<file path="src/rtl/seq_serializer_if.sv">
// Word-in / bit-out bundle for the serializer. The upstream producer and the
// downstream detector tap the master side; the serializer sits on the slave side.
interface seq_serializer_if #(
  parameter int DATA_W = 8
);
  logic [DATA_W-1:0] data_in;
  logic              data_valid;
  logic              data_ready;
  logic              seq_out;
  logic              seq_valid;
  logic              busy;
  logic              word_done;

  modport master (
    output data_in, data_valid,
    input  data_ready, seq_out, seq_valid, busy, word_done
  );

  modport slave (
    input  data_in, data_valid,
    output data_ready, seq_out, seq_valid, busy, word_done
  );
endinterface

</file>
<file path="src/rtl/seq_serializer.sv">
// Parallel-to-serial front end. A shifter plus one hold register keep
// back-to-back words streaming with no idle bit between them. seq_out,
// seq_valid and word_done are registered, so nothing combinational reaches
// the detector.
module seq_serializer #(
  parameter int   DATA_W    = 8,
  parameter int   MSB_FIRST = 1,
  parameter logic IDLE_BIT  = 1'b0
) (
  input  logic             clk,
  input  logic             rst_n,
  seq_serializer_if.slave  bus
);
  localparam int CW = (DATA_W > 1) ? $clog2(DATA_W) : 1;
  localparam logic [CW-1:0] LAST_CNT = CW'(DATA_W - 1);

  typedef enum logic {IDLE, SHIFT} state_t;

  state_t            state, state_nxt;
  logic [DATA_W-1:0] sh, sh_nxt;
  logic [DATA_W-1:0] hold, hold_nxt;
  logic              hold_full, hold_full_nxt;
  logic [CW-1:0]     cnt, cnt_nxt;
  logic              out_q, vld_q, done_q;
  logic              out_nxt, vld_nxt, done_nxt;
  logic              last, xfer;

  // Ready depends only on the hold flag, so upstream never sees a loop
  // through data_valid.
  assign xfer = bus.data_valid && !hold_full;
  assign last = (state == SHIFT) && (cnt == LAST_CNT);

  assign bus.data_ready = ~hold_full;
  assign bus.busy       = (state == SHIFT) | hold_full;
  assign bus.seq_out    = out_q;
  assign bus.seq_valid  = vld_q;
  assign bus.word_done  = done_q;

  // State register.
  always_ff @(posedge clk or negedge rst_n) begin
    if (!rst_n) state <= IDLE;
    else        state <= state_nxt;
  end

  // Next state: idle only when the last bit leaves with nothing queued behind it.
  always_comb begin
    state_nxt = state;
    case (state)
      IDLE:  if (xfer) state_nxt = SHIFT;
      SHIFT: if (last && !hold_full && !xfer) state_nxt = IDLE;
      default: state_nxt = IDLE;
    endcase
  end

  // Datapath: a word loads into the shifter when it is idle or on its last bit
  // (hold word first), otherwise it parks in the hold register.
  always_comb begin
    sh_nxt        = sh;
    cnt_nxt       = cnt;
    hold_nxt      = hold;
    hold_full_nxt = hold_full;
    if (state == IDLE || last) begin
      if (last && hold_full) begin
        sh_nxt        = hold;
        cnt_nxt       = '0;
        hold_full_nxt = 1'b0;
      end else if (xfer) begin
        sh_nxt  = bus.data_in;
        cnt_nxt = '0;
      end else begin
        cnt_nxt = '0;
      end
    end else begin
      if (MSB_FIRST != 0) sh_nxt = {sh[DATA_W-2:0], 1'b0};
      else                sh_nxt = {1'b0, sh[DATA_W-1:1]};
      cnt_nxt = cnt + 1'b1;
      if (xfer) begin
        hold_nxt      = bus.data_in;
        hold_full_nxt = 1'b1;
      end
    end
  end

  // Output decode from next-cycle state, registered below.
  always_comb begin
    out_nxt  = IDLE_BIT;
    vld_nxt  = 1'b0;
    done_nxt = 1'b0;
    if (state_nxt == SHIFT) begin
      out_nxt  = (MSB_FIRST != 0) ? sh_nxt[DATA_W-1] : sh_nxt[0];
      vld_nxt  = 1'b1;
      done_nxt = (cnt_nxt == LAST_CNT);
    end
  end

  // Datapath and output registers; reset discards any partial or held word.
  always_ff @(posedge clk or negedge rst_n) begin
    if (!rst_n) begin
      sh        <= '0;
      cnt       <= '0;
      hold      <= '0;
      hold_full <= 1'b0;
      out_q     <= IDLE_BIT;
      vld_q     <= 1'b0;
      done_q    <= 1'b0;
    end else begin
      sh        <= sh_nxt;
      cnt       <= cnt_nxt;
      hold      <= hold_nxt;
      hold_full <= hold_full_nxt;
      out_q     <= out_nxt;
      vld_q     <= vld_nxt;
      done_q    <= done_nxt;
    end
  end
endmodule
</file>
<file path="src/flat_wrapper.sv">
// flat-port wrapper written by rule: the top's interface ports become plain ports
module seq_serializer_flat 
#(
  parameter int   DATA_W    = 8,
  parameter int   MSB_FIRST = 1,
  parameter logic IDLE_BIT  = 1'b0
)
  (clk, rst_n, bus_data_in, bus_data_valid, bus_data_ready, bus_seq_out, bus_seq_valid, bus_busy, bus_word_done);
  seq_serializer_if #(.DATA_W(DATA_W)) bus_i ();
  input  logic clk;
  input  logic rst_n;
  input wire logic [$bits(bus_i.data_in)-1:0] bus_data_in;
  input wire logic [$bits(bus_i.data_valid)-1:0] bus_data_valid;
  output wire logic [$bits(bus_i.data_ready)-1:0] bus_data_ready;
  output wire logic [$bits(bus_i.seq_out)-1:0] bus_seq_out;
  output wire logic [$bits(bus_i.seq_valid)-1:0] bus_seq_valid;
  output wire logic [$bits(bus_i.busy)-1:0] bus_busy;
  output wire logic [$bits(bus_i.word_done)-1:0] bus_word_done;
  assign bus_i.data_in = bus_data_in;
  assign bus_i.data_valid = bus_data_valid;
  assign bus_data_ready = bus_i.data_ready;
  assign bus_seq_out = bus_i.seq_out;
  assign bus_seq_valid = bus_i.seq_valid;
  assign bus_busy = bus_i.busy;
  assign bus_word_done = bus_i.word_done;
  seq_serializer #(.DATA_W(DATA_W), .MSB_FIRST(MSB_FIRST), .IDLE_BIT(IDLE_BIT)) u_core (.clk(clk), .rst_n(rst_n), .bus(bus_i));
endmodule
</file>
<file path="config.mk">
export PLATFORM = sky130hd
export DESIGN_NAME = seq_serializer_flat
export DESIGN_NICKNAME = d
export VERILOG_FILES = /design/src/rtl/seq_serializer_if.sv /design/src/rtl/seq_serializer.sv /design/src/flat_wrapper.sv
export SDC_FILE = /design/constraint.sdc
export NUM_CORES = 1
export LEC_CHECK = 0
export ABC_AREA = 1
export BUFFER_PORTS_ARGS = -buffer_cell sky130_fd_sc_hd__buf_2
export CAP_MARGIN = 20
export CORE_MARGIN = 3
export CORE_UTILIZATION = 49
export DETAILED_ROUTE_END_ITERATION = 8
export PLACE_DENSITY = 0.71
export RECOVER_POWER = 100
export SYNTH_ARGS = -nofsm -noshare
export SYNTH_HDL_FRONTEND = slang
export SYNTH_SLANG_ARGS = --single-unit
</file>
<file path="constraint.sdc">
create_clock -name clk -period 1.45 [get_ports clk]
set_input_delay 0.29 -clock clk [delete_from_list [all_inputs] [get_ports clk]]
set_output_delay 0.29 -clock clk [all_outputs]
set_load 0.005 [all_outputs]
</file>
# Yosys cells after proc, flatten, opt, wreduce, memory -nomap -nowiden
# Cells that the tools add are included.
[totals]
rom_bits = 0
ram_bits = 0
n_memories = 0
latchBits = 0
register_bits = 24
input_bits = 11
[op_classes]
n_mul = 0
eq_ne = 4
n_reduce_logical = 11
mux = 13
div = 0
order_cmp = 0
n_addsub = 1
shifts = 0
bitwise_logic = 4
[op_table]
columns = ["cell", "n"]
rows = [
  ["$mux W8", 3],
  ["$mux W1", 8],
  ["$eq A3 B3 Y1 const B", 2],
  ["$logic_and A1 B1 Y1", 5],
  ["$reduce_and A2 Y1", 2],
  ["$add A3 B1 Y3 const B", 1],
  ["$mux W3", 1],
  ["$ne A3 B2 Y1 const B", 1],
  ["$not A1 Y1", 3],
  ["$logic_not A1 Y1", 2],
  ["$ne A2 B2 Y1 const B", 1],
  ["$pmux W1 S2", 1],
  ["$reduce_bool A2 Y1", 1],
  ["$logic_or A1 B1 Y1", 1],
  ["$or A1 B1 Y1", 1],
]

# Longest topological paths before layout
[logic_depth]
depth_word = 7
depth_mapped = 8
mapped_depth_nobuf = 8

# Worst setup path after synthesis
# Ideal clock, no wire load.
[synth_path]
kind = "register to register"
start = "reg u_core.cnt[0]"
end = "reg u_core.hold[0]"
setup_slack_ns = -0.021
n_path_buf = 1
arrival_ns = 1.352
stages_incl_launch_ff = 8
setup_time_ns = 0.118
required_time_ns = 1.332
cell_sequence = "dfrtp_1 > ha_1 > ha_1 > nor2_4 > buf_6 > nand2_2 > nand2_1 > o21ai_2"
[synth_between]
elab_chain_len = 5
[synth_rtl]
columns = ["item", "line_no", "text"]
rows = [
  ["start: declaration", "seq_serializer.sv:23", "logic [CW-1:0] cnt, cnt_nxt;"],
  ["start signal: assignment", "seq_serializer.sv:108", "cnt <= cnt_nxt;"],
  ["$eq A3 B3 Y1", "seq_serializer.sv:31", "assign last = (state == SHIFT) && (cnt == LAST_CNT);"],
  ["$logic_and A1 B1 Y1", "seq_serializer.sv:31", ""],
  ["$logic_or A1 B1 Y1", "seq_serializer.sv:62", "if (state == IDLE || last) begin"],
  ["$not A1 Y1 (no source line)", "n/a", ""],
  ["$reduce_and A2 Y1 (no source line)", "n/a", ""],
  ["end signal: assignment", "seq_serializer.sv:109", "hold <= hold_nxt;"],
  ["end: declaration", "seq_serializer.sv:21", "logic [DATA_W-1:0] hold, hold_nxt;"],
]
# No other way between the ends.
# A chain may end at the register's enable or synchronous reset.

# Worst setup path after layout
[layout_path]
start = "reg u_core.cnt[0]"
end = "reg u_core.sh[5]"
[layout_between]
elab_chain_len = 5
elab_cells_between_ends = 7
[layout_rtl]
columns = ["item", "line_no", "text"]
rows = [
  ["$eq A3 B3 Y1 *", "seq_serializer.sv:31", ""],
  ["$logic_and A1 B1 Y1 *", "seq_serializer.sv:31", ""],
  ["$logic_and A1 B1 Y1", "seq_serializer.sv:63", "if (last && hold_full) begin"],
  ["$mux W8", "seq_serializer.sv:63", ""],
  ["$mux W8", "seq_serializer.sv:62", ""],
  ["end signal: assignment", "seq_serializer.sv:107", "sh <= sh_nxt;"],
  ["end: declaration", "seq_serializer.sv:20", "logic [DATA_W-1:0] sh, sh_nxt;"],
]
# Mark *: on every way between the ends. The rest lies on a longest branch, timed or not.

==> run metrics <==
Critical Setup Path Class=register to register; logic depth of the worst register-to-register path=8; clock power share=0.108; maximum operating frequency=0.686 GHz; later-pin clock latency in the skew report=0.30 ns; initial antenna violation count=0; vias=878; Inserted Diodes=0; Critical R2R Capture=u_core.sh[5]$_DFFE_PN0P_; global routing usage summed across all routing layers=0.198; r2r startpoint=u_core.cnt[0]$_DFF_PN0_; number of standard cells in the final layout excluding fillers=178; top library cells by usage in the layout, fill and taps aside=44 x nand2_1, 22 x dfrtp_1, 15 x nand3_1; area of the core=2040 um^2; number of port buffers=15; total clock sinks=23; chip height=53.3 um; maximum number of pins on one net before global-route repair=24; routability congestion estimate=0.763; Final HPWL DP=1.63 mm; arrival time of the worst setup path=1.66 ns; number of global-route vias before repair=892; total nets after synthesis=137; nets@finish=165; number of maximum-capacitance violations=0; placed cell area=1230 um^2; worst hold path class=input pin to register; switching power share of the total=0.402; Critical Path Start=u_core.cnt[0]$_DFF_PN0_; worst setup skew after layout=0.00318 ns; worst-path maximum fanout=5; clock tree root driver cell=clkbuf_4; number of DRC violations after detailed-routing iteration 0=15; TritonCTS clock tree=yes; Remaining Overflow, GRT=0; layout overhead on the synthesized area=24.5%; proportion of synthesized chip area in sequential cells=0.525; tightest slew margin relative to the limit=0.622; Worst setup SP type=register; maximum level of the CTS H-tree=1; most area-hungry cell type in the Yosys netlist=dfrtp_1; DRC errors left=0; maximum number of buffers from clock root to sink=2; length of the first detailed-routing pass in iterations=4; final worst path period share=1.00; share of power burned in combinational logic=0.467; number of rows created at floorplan=16; sequential fraction of design power=0.425; worst path required time=1.65 ns; end point of the critical path=u_core.sh[5]$_DFFE_PN0P_; unique cell type count in the Yosys netlist=17; width of the die=53.3 um; post-synth design cell area=1100 um^2; worst reg-to-reg setup slack=-0.007 ns; most common cell after layout, fill and taps aside=nand2_1; via density per instance=4.93; final setup violation count=2; violations in the final reports=setup timing; overall routed net length=2.33 mm; top cells by area in the synthesized netlist=dfrtp_1 52%, nand2_1 17%, nand3_1 7.3%, o21ai_2 3.2%, buf_6 3.1%; Internal=1.59 mW; number of synthesized register bits=23; Worst Setup End Kind=register; Routed WL per cell=13.1 um; number of synthesis warnings=0; number of slew-limit violations in the final report=0; worst supply voltage drop on vdd=1250 uV; Cell Pwr Density=1950 nW/um^2; outcome=finished with violations; setup slack after layout=-0.00722 ns; Post-Syn Instances=124; Avg Inst Size Synth=8.85 um^2; top-level port count=16; number of hold violations in the final report=0; clock transition at the registers of the reported paths=0.12 ns; Die Outline Area=2840 um^2; net switching power of the design=1.07 mW; final critical path time including I/O delays and setup=1.46 ns; RSZ-0062 raised after global routing=true; share of cells above drive strength 1=0.338; total leakage power=0.667 nW; Inst Count DP=168; initial core utilization=0.537; area of all placed cells without fillers=1370 um^2; Tightest Pin Transition=0.567 ns; top-area cell type share of the netlist area=0.525; utilization after layout=0.669; antenna violation net count after detailed routing=0; number of CTS-inserted buffers=3; wire length of the first global-routing pass=4.04 mm
==> metal layers <==
layer  GRT usage  wire length (um)  part of all wire  vias up
met5           0                 0                 0        -
met4      0.0255                13            0.0056        0
met1       0.261              1000              0.43      404
met3      0.0254               107             0.046        2
li1            -                 -                 -      452
met2       0.351              1210              0.52       20
==> power groups by stage <==
stage,sequential (mW),combinational [mW],clock [mW]
after floorplan,1.08,0.768,0
after global placement,1.10,0.985,0
after detailed placement,1.12,1.04,0
after CTS,1.11,1.17,0.301
after global routing,1.16,1.40,0.327
final,1.13,1.24,0.288
==> critical path, stage by stage (launching register included) <==
cell and delay, ns:
dfrtp_1 0.42, ha_2 0.20, ha_4 0.18, nor2_4 0.14, buf_6 0.14, nor3_4 0.04, buf_6 0.13, nand2_1 0.06
nand2_1 0.05
==> registers in the layout, summed over array words and instances, names as in the netlist <==
name                  flops
u_core.state              1
u_core.cnt                3
u_core.bus.word_done      1
u_core.hold               8
u_core.sh                 8
u_core.hold_full          1
u_core.bus.seq_out        1
==> cells in the mapped netlist (all sizes together) <==
cell type / count
nor3: 1
nor4: 1
o21ai: 9
nor2: 8
nand3: 16
nand2: 52
dfrtp: 23
buf: 3
a21oi: 1
inv: 8
ha: 2
==> cell families after synthesis <==
kind of cell | Yosys count | share of synthesized area
AOI/OAI and AO/OA | 10 | 0.0593
adders and majority gates | 2 | 0.0228
buffers and inverters | 11 | 0.0582
DFF | 23 | 0.525
and+or+nand+nor | 78 | 0.335
==> how the worst min path moves through the flow <==
stage              startpoint                            to  slack (ns)  depth (start not counted)
4_1_cts        bus_data_in[1]    u_core.hold[1]$_DFFE_PN0P_        0.23                          3
6_report       bus_data_in[2]    u_core.hold[2]$_DFFE_PN0P_        0.23                          3
3_3_place_gp            rst_n  u_core.hold_full$_DFFE_PN0P_        0.29                          1
2_1_floorplan           rst_n  u_core.bus.seq_out$_DFF_PN0_      -0.006                          0
5_1_grt        bus_data_in[5]    u_core.hold[5]$_DFFE_PN0P_        0.24                          3
3_5_place_dp            rst_n    u_core.hold[7]$_DFFE_PN0P_        0.29                          1
==> through the flow <==
step	worst slack, ns	TNS [ns]	power (mW)	hold slack, ns
after floorplan	0.0160	0	1.85	-0.00559
after global placement	-0.0340	-0.116	2.09	0.290
after detailed placement	-0.0955	-0.686	2.15	0.295
after CTS	-0.0135	-0.0170	2.58	0.225
after global routing	-0.0664	-0.669	2.88	0.238
final	-0.00722	-0.0135	2.66	0.232
==> cell type report <==
type	count	area, um^2
clock buffers	4	26.3
inverters	8	35.0
flip-flops and latches	23	577
multi-input cells	90	509
fillers	186	676
repair buffers	26	185
well taps	27	33.8
==> timing repair <==
item | 4_1_cts | 5_1_grt
hold endpoints to repair | 23 | 0
hold buffers | 1 | 0
endpoints found under the setup margin | 9 | 16
pin swaps | 1 | 0
resized for setup | 7 | 13
buffers inserted | 4 | 1
Note: power is estimated with default switching activity, not from simulation.
